$ cat config.mk
export PLATFORM = sky130hd
export DESIGN_NAME = song_sequencer_flat
export DESIGN_NICKNAME = d
export VERILOG_FILES = /design/src/rtl/song_sequencer_if.sv /design/src/rtl/song_sequencer.sv /design/src/flat_wrapper.sv
export SDC_FILE = /design/constraint.sdc
export NUM_CORES = 1
export LEC_CHECK = 0
export CORE_ASPECT_RATIO = 2
export CORE_MARGIN = 1.5
export CORE_UTILIZATION = 30
export DETAILED_ROUTE_END_ITERATION = 8
export DONT_BUFFER_PORTS = 1
export GPL_TIMING_DRIVEN = 0
export SLEW_MARGIN = 20
export SYNTH_ARGS = -nofsm -noshare
export SYNTH_HDL_FRONTEND = slang
export SYNTH_SLANG_ARGS = --single-unit
$ cat constraint.sdc
create_clock -name clk -period 2.6 [get_ports clk]
set_clock_uncertainty 0.15 [all_clocks]
set_input_delay 0.26 -clock clk [delete_from_list [all_inputs] [get_ports clk]]
set_output_delay 0.26 -clock clk [all_outputs]
set_load 0.02 [all_outputs]
$ cat src/rtl/song_sequencer_if.sv
// Control and ROM bus between a song controller and the song sequencer.
// The master drives the transport controls and returns ROM data; the slave
// (the sequencer) drives the ROM address and the buzzer-facing outputs.
interface song_sequencer_if #(
    parameter int ADDR_W = 6
);
    logic              start;
    logic              pause;
    logic              stop;
    logic [ADDR_W-1:0] rom_addr;
    logic [8:0]        rom_data;
    logic [7:0]        notes;
    logic [1:0]        shift;
    logic              busy;
    logic              done;

    modport master (
        output start, pause, stop, rom_data,
        input  rom_addr, notes, shift, busy, done
    );

    modport slave (
        input  start, pause, stop, rom_data,
        output rom_addr, notes, shift, busy, done
    );
endinterface

$ cat src/rtl/song_sequencer.sv
// Auto-play source for the buzzer path: walks a song table in an external
// synchronous ROM (one-cycle read latency) and drives one-hot notes plus an
// octave shift. Each entry plays for duration*TICK_DIV cycles followed by a
// GAP_CYC-cycle silence; a zero duration terminates the song.
module song_sequencer #(
    parameter int TICK_DIV = 6_250_000,
    parameter int GAP_CYC  = 1_000_000,
    parameter int SONG_LEN = 64,
    parameter int ADDR_W   = 6
) (
    input  logic            clk,
    input  logic            rst_n,
    song_sequencer_if.slave bus
);
    localparam int TICK_W = (TICK_DIV > 1) ? $clog2(TICK_DIV) : 1;
    localparam int GAP_W  = (GAP_CYC > 1) ? $clog2(GAP_CYC) : 1;
    localparam logic [TICK_W-1:0] TICK_LAST = TICK_W'(TICK_DIV - 1);
    // With GAP_CYC = 0 the GAP state is never entered, so this value is unused.
    localparam logic [GAP_W-1:0]  GAP_LAST  = GAP_W'(GAP_CYC - 1);
    localparam logic [ADDR_W-1:0] ADDR_LAST = ADDR_W'(SONG_LEN - 1);

    typedef enum logic [2:0] {
        IDLE,
        FETCH,
        LOAD,
        PLAY,
        GAP,
        NEXT,
        DONE
    } state_t;

    state_t            state_reg;
    logic [ADDR_W-1:0] addr_reg;
    logic [TICK_W-1:0] cyc_cnt_reg;
    logic [3:0]        tick_cnt_reg;
    logic [GAP_W-1:0]  gap_cnt_reg;
    logic [7:0]        note_latch_reg;
    logic [7:0]        notes_reg;
    logic [1:0]        shift_reg;
    logic              busy_reg;
    logic              done_reg;

    // Fields of the ROM entry currently presented on rom_data.
    logic [1:0] ent_shift;
    logic [2:0] ent_note;
    logic [3:0] ent_dur;
    logic [7:0] note_dec;

    assign ent_shift = bus.rom_data[8:7];
    assign ent_note  = bus.rom_data[6:4];
    assign ent_dur   = bus.rom_data[3:0];

    // Note 1..7 maps to one-hot bit 0..6; note 0 (rest) decodes to all zeros.
    generate
        for (genvar gi = 0; gi < 7; gi++) begin : g_note_dec
            assign note_dec[gi] = (ent_note == 3'(gi + 1));
        end
    endgenerate
    assign note_dec[7] = 1'b0;

    // Playback FSM with all outputs registered; stop has top priority.
    always_ff @(posedge clk or negedge rst_n) begin
        if (!rst_n) begin
            state_reg      <= IDLE;
            addr_reg       <= '0;
            cyc_cnt_reg    <= '0;
            tick_cnt_reg   <= '0;
            gap_cnt_reg    <= '0;
            note_latch_reg <= '0;
            notes_reg      <= '0;
            shift_reg      <= '0;
            busy_reg       <= 1'b0;
            done_reg       <= 1'b0;
        end else if (bus.stop) begin
            state_reg <= IDLE;
            addr_reg  <= '0;
            notes_reg <= '0;
            busy_reg  <= 1'b0;
            done_reg  <= 1'b0;
        end else begin
            done_reg <= 1'b0;
            case (state_reg)
                IDLE: begin
                    notes_reg <= '0;
                    addr_reg  <= '0;
                    if (bus.start) begin
                        state_reg <= FETCH;
                        busy_reg  <= 1'b1;
                    end
                end
                FETCH: begin
                    state_reg <= LOAD;
                end
                LOAD: begin
                    if (ent_dur == 4'd0) begin
                        state_reg <= DONE;
                        done_reg  <= 1'b1;
                    end else begin
                        shift_reg      <= ent_shift;
                        note_latch_reg <= note_dec;
                        notes_reg      <= note_dec;
                        tick_cnt_reg   <= ent_dur;
                        cyc_cnt_reg    <= '0;
                        state_reg      <= PLAY;
                    end
                end
                PLAY: begin
                    if (bus.pause) begin
                        // Counters hold; the latched note returns after release.
                        notes_reg <= '0;
                    end else if (cyc_cnt_reg == TICK_LAST) begin
                        cyc_cnt_reg <= '0;
                        if (tick_cnt_reg == 4'd1) begin
                            notes_reg   <= '0;
                            gap_cnt_reg <= '0;
                            state_reg   <= (GAP_CYC > 0) ? GAP : NEXT;
                        end else begin
                            tick_cnt_reg <= tick_cnt_reg - 4'd1;
                            notes_reg    <= note_latch_reg;
                        end
                    end else begin
                        cyc_cnt_reg <= cyc_cnt_reg + 1'b1;
                        notes_reg   <= note_latch_reg;
                    end
                end
                GAP: begin
                    if (!bus.pause) begin
                        if (gap_cnt_reg == GAP_LAST) begin
                            state_reg <= NEXT;
                        end else begin
                            gap_cnt_reg <= gap_cnt_reg + 1'b1;
                        end
                    end
                end
                NEXT: begin
                    if (addr_reg == ADDR_LAST) begin
                        state_reg <= DONE;
                        done_reg  <= 1'b1;
                    end else begin
                        addr_reg  <= addr_reg + 1'b1;
                        state_reg <= FETCH;
                    end
                end
                DONE: begin
                    state_reg <= IDLE;
                    busy_reg  <= 1'b0;
                    addr_reg  <= '0;
                end
                default: begin
                    state_reg <= IDLE;
                end
            endcase
        end
    end

    assign bus.rom_addr = addr_reg;
    assign bus.notes    = notes_reg;
    assign bus.shift    = shift_reg;
    assign bus.busy     = busy_reg;
    assign bus.done     = done_reg;
endmodule
$ cat src/flat_wrapper.sv
// flat-port wrapper written by rule: the top's interface ports become plain ports
module song_sequencer_flat 
#(
    parameter int TICK_DIV = 6_250_000,
    parameter int GAP_CYC  = 1_000_000,
    parameter int SONG_LEN = 64,
    parameter int ADDR_W   = 6
)
  (clk, rst_n, bus_start, bus_pause, bus_stop, bus_rom_data, bus_rom_addr, bus_notes, bus_shift, bus_busy, bus_done);
  song_sequencer_if #(.ADDR_W(ADDR_W)) bus_i ();
  input  logic clk;
  input  logic rst_n;
  input wire logic [$bits(bus_i.start)-1:0] bus_start;
  input wire logic [$bits(bus_i.pause)-1:0] bus_pause;
  input wire logic [$bits(bus_i.stop)-1:0] bus_stop;
  input wire logic [$bits(bus_i.rom_data)-1:0] bus_rom_data;
  output wire logic [$bits(bus_i.rom_addr)-1:0] bus_rom_addr;
  output wire logic [$bits(bus_i.notes)-1:0] bus_notes;
  output wire logic [$bits(bus_i.shift)-1:0] bus_shift;
  output wire logic [$bits(bus_i.busy)-1:0] bus_busy;
  output wire logic [$bits(bus_i.done)-1:0] bus_done;
  assign bus_i.start = bus_start;
  assign bus_i.pause = bus_pause;
  assign bus_i.stop = bus_stop;
  assign bus_i.rom_data = bus_rom_data;
  assign bus_rom_addr = bus_i.rom_addr;
  assign bus_notes = bus_i.notes;
  assign bus_shift = bus_i.shift;
  assign bus_busy = bus_i.busy;
  assign bus_done = bus_i.done;
  song_sequencer #(.TICK_DIV(TICK_DIV), .GAP_CYC(GAP_CYC), .SONG_LEN(SONG_LEN), .ADDR_W(ADDR_W)) u_core (.clk(clk), .rst_n(rst_n), .bus(bus_i));
endmodule
==> flow_summary.ini <==
[setup_path]
path_class = flip-flop to flip-flop
r2r_setup_slack_ps = -1
ff2ff_path_depth = 6
crit_required_ps = 2670
r2r-start = u_core.gap_cnt_reg[10]
critPathMaxStageDelay_ps = 590
cp-start-kind = flip-flop
crit_chain = or4b_1, or4_4, o31ai_4, buf_6, nor3_4, mux2_4
timing.rr.end = u_core.gap_cnt_reg[0]
critical_path.max_fanout = 5
critPathLaunch = u_core.gap_cnt_reg[10]
arrival_ps = 2670
cp-end-kind = flip-flop
slowest_stage = or4_4

[layout]
final_cell_mix = 72 x dfrtp_1, 40 x nor2_1, 30 x nand3_1
finalNetCount = 508
layout-drive-gt1-share = 0.1518
largest_reg_flops = 23
final_common_cell = dfrtp_1
utilization = 0.3737
fillers = 1332
syn_to_final_growth_pct = 22.76
n_antenna_cell = 0

[sta]
hold_viol_final = 0
worst_slack_ps = -1.011
timing_max_transition_violations_final = 0
setup_violations = 1
worst_slew_pin_slew_ps = 760.0
clock.fmax_mhz = 384.5
fin_crit_ps = 2601
period_share = 1.000
setup_tns_ps = -1.011
maxSlewHeadroom = 0.4920
rsz0062_at_grt = yes

[logic_synthesis]
syn_inst = 460
ys_seq_elements = 74
synth_edf_count = 0
ys_seq_area_frac = 0.4403
async_flop_share = 1.000
syn-num-nets = 479
syn_avg_cell_area_um2 = 9.142
ys_types = 55
netlist_area_um2 = 4205
ys_warn_count = 0
synth_ff_type = dfrtp_1

[job]
max_cap_viol_count = 0

[detailed_routing]
route.detailed.drc = 0
wl_mm = 11.03
ant_nets = 0
dr.pass1.iters = 4
via_count = 3793
drt-vias-per-instance = 5.553
wl_per_cell_um = 16.15
drt_iter0_drc = 302

[global_route]
grt_pass1_wl_mm = 17.86
grt_max_degree = 75
grt_pass1_vias = 3793
gr-total-overflow = 0
antenna_found_initial = 0
track_usage = 0.1526

[clock_tree]
h-tree-depth = 3
cts_tree = done
cts_root_buf = clkbuf_16
worstSkewPairLatency_ps = 340
clockBufferDepth = 2
cts_buffers = 9
cts.clk_slew.worst_paths_ps = 60
cts.sinks = 74

[status]
status = finished, violations left
violations = setup timing

[power_and_ir_drop]
switchingPower_mw = 0.9207
p_per_area_nw_per_um2 = 643.5
p_sw_frac = 0.2771
p_comb_frac = 0.151
clkPwrFrac = 0.431
p_total_mw = 3.322
vdd_drop_max_uv = 256.9
power_frac_seq = 0.418
cellLeakagePower_nw = 2.035
internal_power_mw = 2.401

[min_path]
hold_path.startpoint = bus_rom_data[4]
whs_endpoint = u_core.note_latch_reg[1]
hold_class = input port to flip-flop
whs_path_depth = 2

[die]
num_rows = 61
core_area_um2 = 13810
dieArea_um2 = 14780
die_h_um = 170.4
top_level_ports = 32
die_x_um = 86.72
start_util = 0.3044

[place]
place_congestion = 0.8217
numPortBuffers = 0
hpwl_mm = 7.795
-- synthesized netlist by cell type, drive strengths merged (4+ instances only) --
cell / instances / area (um2)
a21o: 8 / 60.06
a21oi: 24 / 123.9
a221o: 7 / 70.07
and3: 6 / 37.54
and4: 4 / 35.03
buf: 5 / 36.28
clkbuf: 22 / 82.58
dfrtp: 74 / 1852
ha: 5 / 62.56
inv: 13 / 48.80
mux2i: 13 / 130.1
nand2: 27 / 101.4
nand2b: 6 / 37.54
nand3: 30 / 150.1
nand4: 17 / 106.4
nor2: 42 / 157.7
nor3: 19 / 100.1
nor4: 14 / 102.6
o21ai: 29 / 145.1
o21bai: 8 / 60.06
o22ai: 6 / 37.54
o31ai: 11 / 96.34
or3: 7 / 43.79
or4: 13 / 105.1
xnor2: 11 / 96.34
xor2: 4 / 35.03
-- timing repair --
| item | in CTS | in global routing |
|---|---|---|
| endpoints found under the setup margin | 41 | 40 |
| pin swaps | 5 | 10 |
| resized for setup | 23 | 27 |
| hold buffers | 8 | 0 |
| buffers inserted | 9 | 4 |
| hold endpoints to repair | 80 | 0 |
-- layer usage --
| metal | wire [um] | GRT usage | vias up | part of all wire |
|---|---|---|---|---|
| met2 | 6050 | 0.2833 | 128 | 0.55 |
| met3 | 523 | 0.03298 | 29 | 0.047 |
| li1 | - | - | 1779 | - |
| met1 | 4133 | 0.1531 | 1857 | 0.37 |
| met5 | 0 | 0 | - | 0 |
| met4 | 323 | 0.08415 | 0 | 0.029 |
-- cell type report --
class | count | area, um2 | area share
Buffer | 24 | 122.6 | 0.02375
Clock buffer | 9 | 225.2 | 0.04363
Clock inverter | 7 | 117.6 | 0.02278
Inverter | 13 | 48.80 | 0.009452
Multi-Input combinational cell | 346 | 2355 | 0.4561
Sequential cell | 74 | 1854 | 0.3592
Tap cell | 189 | 236.5 | 0.04581
Timing Repair Buffer | 21 | 202.7 | 0.03926
-- critical path: cells and delay by family (launching register included) --
| kind | cells | cell delay (ps) |
|---|---|---|
| and+or+nand+nor | 3 | 1160 |
| DFF | 1 | 370 |
| AOI/OAI and AO/OA | 1 | 320 |
| muxes | 1 | 290 |
| buffers and inverters | 1 | 200 |
-- power groups by stage --
stage / Clock [mW] / Combinational (mW) / Sequential, mW
CTS: 1.47 / 0.493 / 1.39
detailed placement: 0 / 0.427 / 1.40
finish: 1.43 / 0.502 / 1.39
global route: 1.52 / 0.557 / 1.41
floorplan: 0 / 0.336 / 1.38
global placement: 0 / 0.412 / 1.40
-- worst max path at each step --
stage	end	slack, ps	cells past startpoint
finish	u_core.gap_cnt_reg[0]	-1	6
global route	u_core.gap_cnt_reg[16]	-50	7
CTS	u_core.gap_cnt_reg[0]	-70	6
detailed placement	u_core.gap_cnt_reg[19]	-530	9
global placement	u_core.gap_cnt_reg[19]	-480	9
floorplan	u_core.gap_cnt_reg[0]	80	6
-- stage by stage --
stage          std cells  hold slack [ps]  worst slack, ps  area, um2
2_1_floorplan        460           -185.6            75.17       4205
3_3_place_gp         649           -182.4           -482.6       4442
3_5_place_dp         649           -182.5           -533.8       4448
4_1_cts              681         0.007883           -74.23       5049
5_1_grt              683            5.322           -49.01       5162
6_report             683            9.745           -1.011       5162
-- kinds of logic (layout without fill, tap and decap cells) --
| kind of cell | Yosys count | in the layout | share of synthesized area |
|---|---|---|---|
| buffers and inverters | 40 | 74 | 0.03987 |
| AO/OA/AOI/OAI | 108 | 108 | 0.1708 |
| flip-flops | 74 | 74 | 0.4403 |
| XOR/XNOR | 15 | 15 | 0.03124 |
| AND/OR/NAND/NOR | 201 | 201 | 0.2621 |
| other | 1 | 1 | 0.0008917 |
| multiplexers | 16 | 16 | 0.03987 |
| adder cells (fa/ha/maj) | 5 | 5 | 0.01488 |
(Power assumes the default switching activity.)
